$ cat src/rtl/qrisc32_mem_stage.sv
// qrisc32 MEM stage: data-bus loads/stores, stall generation, WB forwarding.
// Optional: QRISC32_DBUS_TIMEOUT_EN enables the access timeout and sticky bus_err.
package risc_pack;
  typedef struct packed {
    logic [4:0]  rd;
    logic        reg_write;
    logic        read_mem;
    logic        write_mem;
    logic [31:0] val_r1;
    logic [31:0] val_dst;
  } pipe_struct_t;
endpackage

module qrisc32_mem_stage
  import risc_pack::*;
#(
  parameter int          TIMEOUT_CYCLES = 16,
  parameter logic [31:0] ERR_RDATA      = 32'hDEAD_BEEF
) (
  input  logic         clk,
  input  logic         areset,
  input  pipe_struct_t pipe_mem_in,
  output pipe_struct_t pipe_mem_out,
  output logic         pipe_stall,
  output logic         dbus_req,
  output logic         dbus_we,
  output logic [31:0]  dbus_addr,
  output logic [31:0]  dbus_wdata,
  input  logic [31:0]  dbus_rdata,
  input  logic         dbus_ack,
  output logic         bus_err
);

  localparam logic [0:0] IDLE   = 1'b0;
  localparam logic [0:0] ACCESS = 1'b1;

  if (TIMEOUT_CYCLES < 2 || TIMEOUT_CYCLES > 255) begin : g_bad_timeout
    $error("TIMEOUT_CYCLES out of range 2..255");
  end

  logic [0:0]   state;
  logic         mem_op;
  logic         done;
  logic         abort;
  pipe_struct_t fwd;

  assign mem_op = pipe_mem_in.read_mem | pipe_mem_in.write_mem;
  assign done   = (state == ACCESS) & dbus_ack;

`ifdef QRISC32_DBUS_TIMEOUT_EN
  logic [7:0] cnt;
  logic       err_q;

  assign abort   = (state == ACCESS) & ~dbus_ack
                 & (cnt == 8'(TIMEOUT_CYCLES - 1));
  assign bus_err = err_q;

  // Timeout counter and sticky error flag
  always_ff @(posedge clk or posedge areset) begin
    if (areset) begin
      cnt   <= '0;
      err_q <= 1'b0;
    end else begin
      if (state == IDLE)
        cnt <= '0;
      else if (!dbus_ack && !abort)
        cnt <= cnt + 8'd1;
      if (abort)
        err_q <= 1'b1;
    end
  end
`else
  assign abort   = 1'b0;
  assign bus_err = 1'b0;
`endif

  // Stall while an access is outstanding, release on completion/abort
  assign pipe_stall = mem_op & ~(done | abort);

  // Forwarded bundle: loads take bus data, or the error word on abort
  always_comb begin
    fwd = pipe_mem_in;
    if (state == ACCESS && !dbus_we)
      fwd.val_dst = dbus_ack ? dbus_rdata : ERR_RDATA;
  end

  // Access FSM, bus request registers and WB output register
  always_ff @(posedge clk or posedge areset) begin
    if (areset) begin
      state        <= IDLE;
      dbus_req     <= 1'b0;
      dbus_we      <= 1'b0;
      dbus_addr    <= '0;
      dbus_wdata   <= '0;
      pipe_mem_out <= '0;
    end else begin
      unique case (state)
        IDLE: begin
          if (mem_op) begin
            dbus_req     <= 1'b1;
            dbus_we      <= pipe_mem_in.write_mem;
            dbus_addr    <= pipe_mem_in.val_r1;
            dbus_wdata   <= pipe_mem_in.val_dst;
            pipe_mem_out <= '0;
            state        <= ACCESS;
          end else begin
            pipe_mem_out <= pipe_mem_in;
          end
        end
        ACCESS: begin
          if (done || abort) begin
            pipe_mem_out <= fwd;
            dbus_req     <= 1'b0;
            dbus_we      <= 1'b0;
            state        <= IDLE;
          end else begin
            pipe_mem_out <= '0;
          end
        end
        default: state <= IDLE;
      endcase
    end
  end

endmodule

$ cat config.mk
export PLATFORM = sky130hd
export DESIGN_NAME = qrisc32_mem_stage
export DESIGN_NICKNAME = d
export VERILOG_FILES = /design/src/rtl/qrisc32_mem_stage.sv
export SDC_FILE = /design/constraint.sdc
export NUM_CORES = 1
export LEC_CHECK = 0
export BUFFER_PORTS_ARGS = -buffer_cell sky130_fd_sc_hd__buf_2
export CORE_AREA = 2 2 105 107
export CTS_CLUSTER_DIAMETER = 80
export DETAILED_ROUTE_END_ITERATION = 10
export DIE_AREA = 0 0 107 109
export PLACE_DENSITY_LB_ADDON = 0.12
export SLEW_MARGIN = 20
export SYNTH_ARGS = -nofsm -noshare
export SYNTH_HDL_FRONTEND = slang
export SYNTH_SLANG_ARGS = --single-unit
$ cat constraint.sdc
create_clock -name clk -period 10 [get_ports clk]
set_clock_uncertainty 0.1 [all_clocks]
set_input_delay 1.5 -clock clk [delete_from_list [all_inputs] [get_ports clk]]
set_output_delay 1.5 -clock clk [all_outputs]
set_load 0.02 [all_outputs]
== After elaboration in Yosys (flattened, before gate mapping) ==
Cells that the tools add are included.
Word-level totals
  bits in registers: 139
  output and inout bits: 140
  input port bits: 107
Cells by class
  equal/unequal tests: 2
  bitwise gates (word level): 5
  muxes and demuxes: 13
  reductions and logical operators: 4
Operator list (count)
  $mux 72: 2
  $pmux 72 s2: 1
  $mux 32: 2
  $pmux 1 s2: 3
  $mux 1: 5
  $reduce_and 2->1: 2
  $and 1x1->1: 2
  $ne 2x1->1 const B: 1
  $ne 2x2->1 const B: 1
  $not 1->1: 2
  $logic_and 1x1->1: 1
  $logic_not 1->1: 1
  $or 1x1->1: 1

== Depth between registers and ports, before layout ==
  depth after elaboration: 5
  mapped depth: 5

== Worst setup path before layout ==
OpenSTA, ideal clock, no wires.
  path kind: input to output
  start point: input port dbus_ack
  end point: output port pipe_stall
  cell stages on the path: 2
  path slack: 6.563 ns
  data arrival time: 1.837 ns
  required time: 8.400 ns
  buffers on the path: 0
  cell sequence: nand2_2 -> o21a_1
Between the ends
  longest elaborated chain between the ends: 3
RTL lines
  from (decl): line 30  | input logic dbus_ack,
  $and 1x1->1: line 48  | assign done = (state == ACCESS) & dbus_ack;
  $not 1->1: line 78  | assign pipe_stall = mem_op & ~(done | abort);
  $and 1x1->1: line 78
  to (decl): line 24  | output logic pipe_stall,
Every way passes these cells.

== Worst setup path after layout ==
Ends and elaborated chain as after synthesis.

==> impl_metrics.py <==
metrics = {
    "grt": {
        "grt_overflow": 0,
        "antenna_found_initial": 0,
        "grt_pass1_wl_um": 18900,
        "grt_pass1_vias": 3524,
        "grt_max_degree": 77,
        "grt_usage_pct": 21.7,
    },
    "sta": {
        "finalCriticalPeriod_ns": 3.68,
        "setup_violations": 0,
        "worst_pin_slew_ns": 0.918,
        "max_slew_margin_pct": 38.8,
        "fmax_ghz": 0.272,
        "slew_viol_final": 0,
        "fin_hold_ws_ns": 0.400,
        "period_share_pct": 36.8,
        "tns_ns": 0,
        "rsz0062_at_grt": "no",
        "hold_viol": 0,
    },
    "synth": {
        "synth_top_cell_by_area": "dfrtp_1",
        "synth-edff-count": 0,
        "synth-async-reset-ratio_pct": 100,
        "synth_cells": 309,
        "synth_top_cell_area_share_pct": 67.0,
        "synth_seq_area_share_pct": 67.0,
        "synthFlopType": "dfrtp_1",
        "synth_area_per_cell_um2": 16.8,
        "ys_ff_latch": 139,
        "ys_warn_count": 0,
        "synthesis.nets": 416,
        "synth_area_um2": 5190,
        "ys_top_cells_by_area": "dfrtp_1 (67%), mux2_4 (14%), a22o_1 (5.4%), and2_1 (4.6%), mux2_2 (3.3%)",
        "ys_types": 24,
    },
    "outcome": {
        "outcome": "completed",
    },
    "detailed_routing": {
        "vias": 3442,
        "post_drt_wl_per_cell_um": 17.1,
        "drc": 0,
        "vias_per_cell": 4.81,
        "first_pass_iters": 4,
        "drt_first_iter_violations": 130,
        "postRouteAntennaNets": 0,
        "wirelength_um": 12200,
    },
    "clocking": {
        "root_buffer": "clkbuf_8",
        "cts.path.max_buffers": 2,
        "clkTransAtPathRegs_ns": 0.06,
        "cts_resized": 0,
        "htreeDepth": 4,
        "cts_tree": "done",
        "postCtsSetupRepairBufs": 0,
        "hold_buffers": 0,
        "clk_latency_ns": 0.50,
        "cts.sinks": 139,
        "cts_made_buffers": 17,
    },
    "layout": {
        "layout_common_cells": "buf_2 (245), dfrtp_1 (139), mux2_4 (49)",
        "fillers": 801,
        "utilization_pct": 67.6,
        "area_growth_pct": 38.1,
        "layout-drive-gt1-share_pct": 61.4,
        "final_common_cell": "buf_2",
        "n_antenna_cell": 0,
        "stdcell_count": 715,
        "nets": 669,
    },
    "critical_path": {
        "worstReg2RegEnd": "dbus_addr[18]",
        "required_ns": 8.40,
        "crit_buf_inv": 2,
        "worstSetupEndpoint": "pipe_stall",
        "r2r-start": "state",
        "end_kind": "primary output",
        "critPathMaxFanout": 6,
        "cp_common_cell": "buf_2",
        "slowest_stage": "nand2_2",
        "start_kind": "input port",
        "cpPeakStageDelay_ns": 0.17,
        "r2r_cells": 4,
        "worstPathArrival_ns": 2.08,
        "worstSetupPathDepth": 4,
        "rrSetupSlack_ns": 7.69,
        "path_class": "input port to primary output",
        "crit_start": "dbus_ack",
        "cpLargestDelayFamily": "buffers and inverters",
        "crit_chain": "buf_2 -> nand2_2 -> o21a_1 -> buf_2",
    },
    "power_and_ir_drop": {
        "ir_drop_mv": 0.125,
        "p_switching_uw": 493,
        "power_density_nw_per_um2": 246,
        "p_sw_share_pct": 27.9,
        "clkPwrFrac_pct": 38.5,
        "p_comb_share_pct": 22.4,
        "total_power_mw": 1.76,
        "internal_power_mw": 1.27,
        "seq_power_share_pct": 39.1,
        "p_leak_nw": 3.90,
    },
    "place": {
        "dp_hpwl_um": 8670,
        "io_buffers": 245,
        "dpl.cell_count": 682,
        "place_congestion": 0.787,
    },
    "floorplan": {
        "die-area_um2": 11700,
        "start_util_pct": 49.0,
        "die_y_um": 109,
        "die_x_um": 107,
        "io_pins": 247,
        "core-area_um2": 10600,
        "row_count": 38,
    },
    "hold_path": {
        "worstHoldPathType": "register to register",
    },
    "flow_run": {
        "max_cap_viol_count": 0,
    },
}
power groups by stage:
stage / Sequential (mW) / Combinational (mW) / Clock [mW]
floorplan: 0.804 / 0.149 / 0
global placement: 0.694 / 0.391 / 0
detailed placement: 0.696 / 0.399 / 0
CTS: 0.689 / 0.400 / 0.692
global route: 0.699 / 0.420 / 0.722
finish: 0.689 / 0.394 / 0.679
state kept, by name, summed over array words and instances, names as in the netlist:
register      cells
pipe_mem_out     72
dbus_addr        32
dbus_wdata       32
dbus_req          1
dbus_we           1
state             1
metrics by stage:
stage	worst slack [ns]	cell area, um2
2_1_floorplan	4.68	5190
3_3_place_gp	6.14	6480
3_5_place_dp	6.07	6500
4_1_cts	6.32	7150
5_1_grt	6.30	7170
6_report	6.32	7170
final cells by class:
cell class	count	area, um2	area share (%)
flip-flops and latches	139	3480	48.5
multi-input cells	148	1550	21.6
repair buffers	252	1300	18.1
clock buffers	21	459	6.40
clock inverters	11	190	2.65
well taps	140	175	2.44
inverters	4	20.0	0.279
layer usage:
metal	GRT usage (%)	vias to the layer above	part of all wire (%)
met3	7.47	22	8.7
met4	10.1	0	2.4
met1	28.6	1678	42
met2	32.5	171	47
met5	0	-	0
li1	-	1571	-
how the worst min path moves through the flow:
stage               cells past startpoint              to      startpoint  slack (ns)
floorplan                               1         dbus_we           state        0.47
global placement                        1   dbus_addr[11]   dbus_addr[11]        0.38
detailed placement                      2        dbus_req        dbus_req        0.38
CTS                                     1   dbus_addr[16]   dbus_addr[16]        0.40
global route                            1  dbus_wdata[18]  dbus_wdata[18]        0.42
finish                                  1   dbus_addr[16]   dbus_addr[16]        0.40
Yosys cell counts, drive strengths merged (2+ instances only):
cell and number:
dfrtp 139, mux2 64, and2 38, a22o 32, buf 16, inv 4, nand2 3, clkbuf 2
nor2 2
cells by family (layout without fill, tap and decap cells):
logic type / count (synthesis) / in the layout / synth area share [%]
buffers and inverters: 22 / 288 / 3.64
and+or+nand+nor: 45 / 45 / 5.30
AOI/OAI and AO/OA: 38 / 38 / 6.56
DFF: 139 / 139 / 67.0
other: 1 / 1 / 0.0722
muxes: 64 / 64 / 17.4
worst register-to-register path: stages, from the launching register on:
cell and delay [ns]:
dfrtp_1 0.54, o21bai_4 0.32, buf_12 0.26, buf_4 0.55
mux2_2 0.43
No activity file was read; power rests on OpenSTA's default activity.
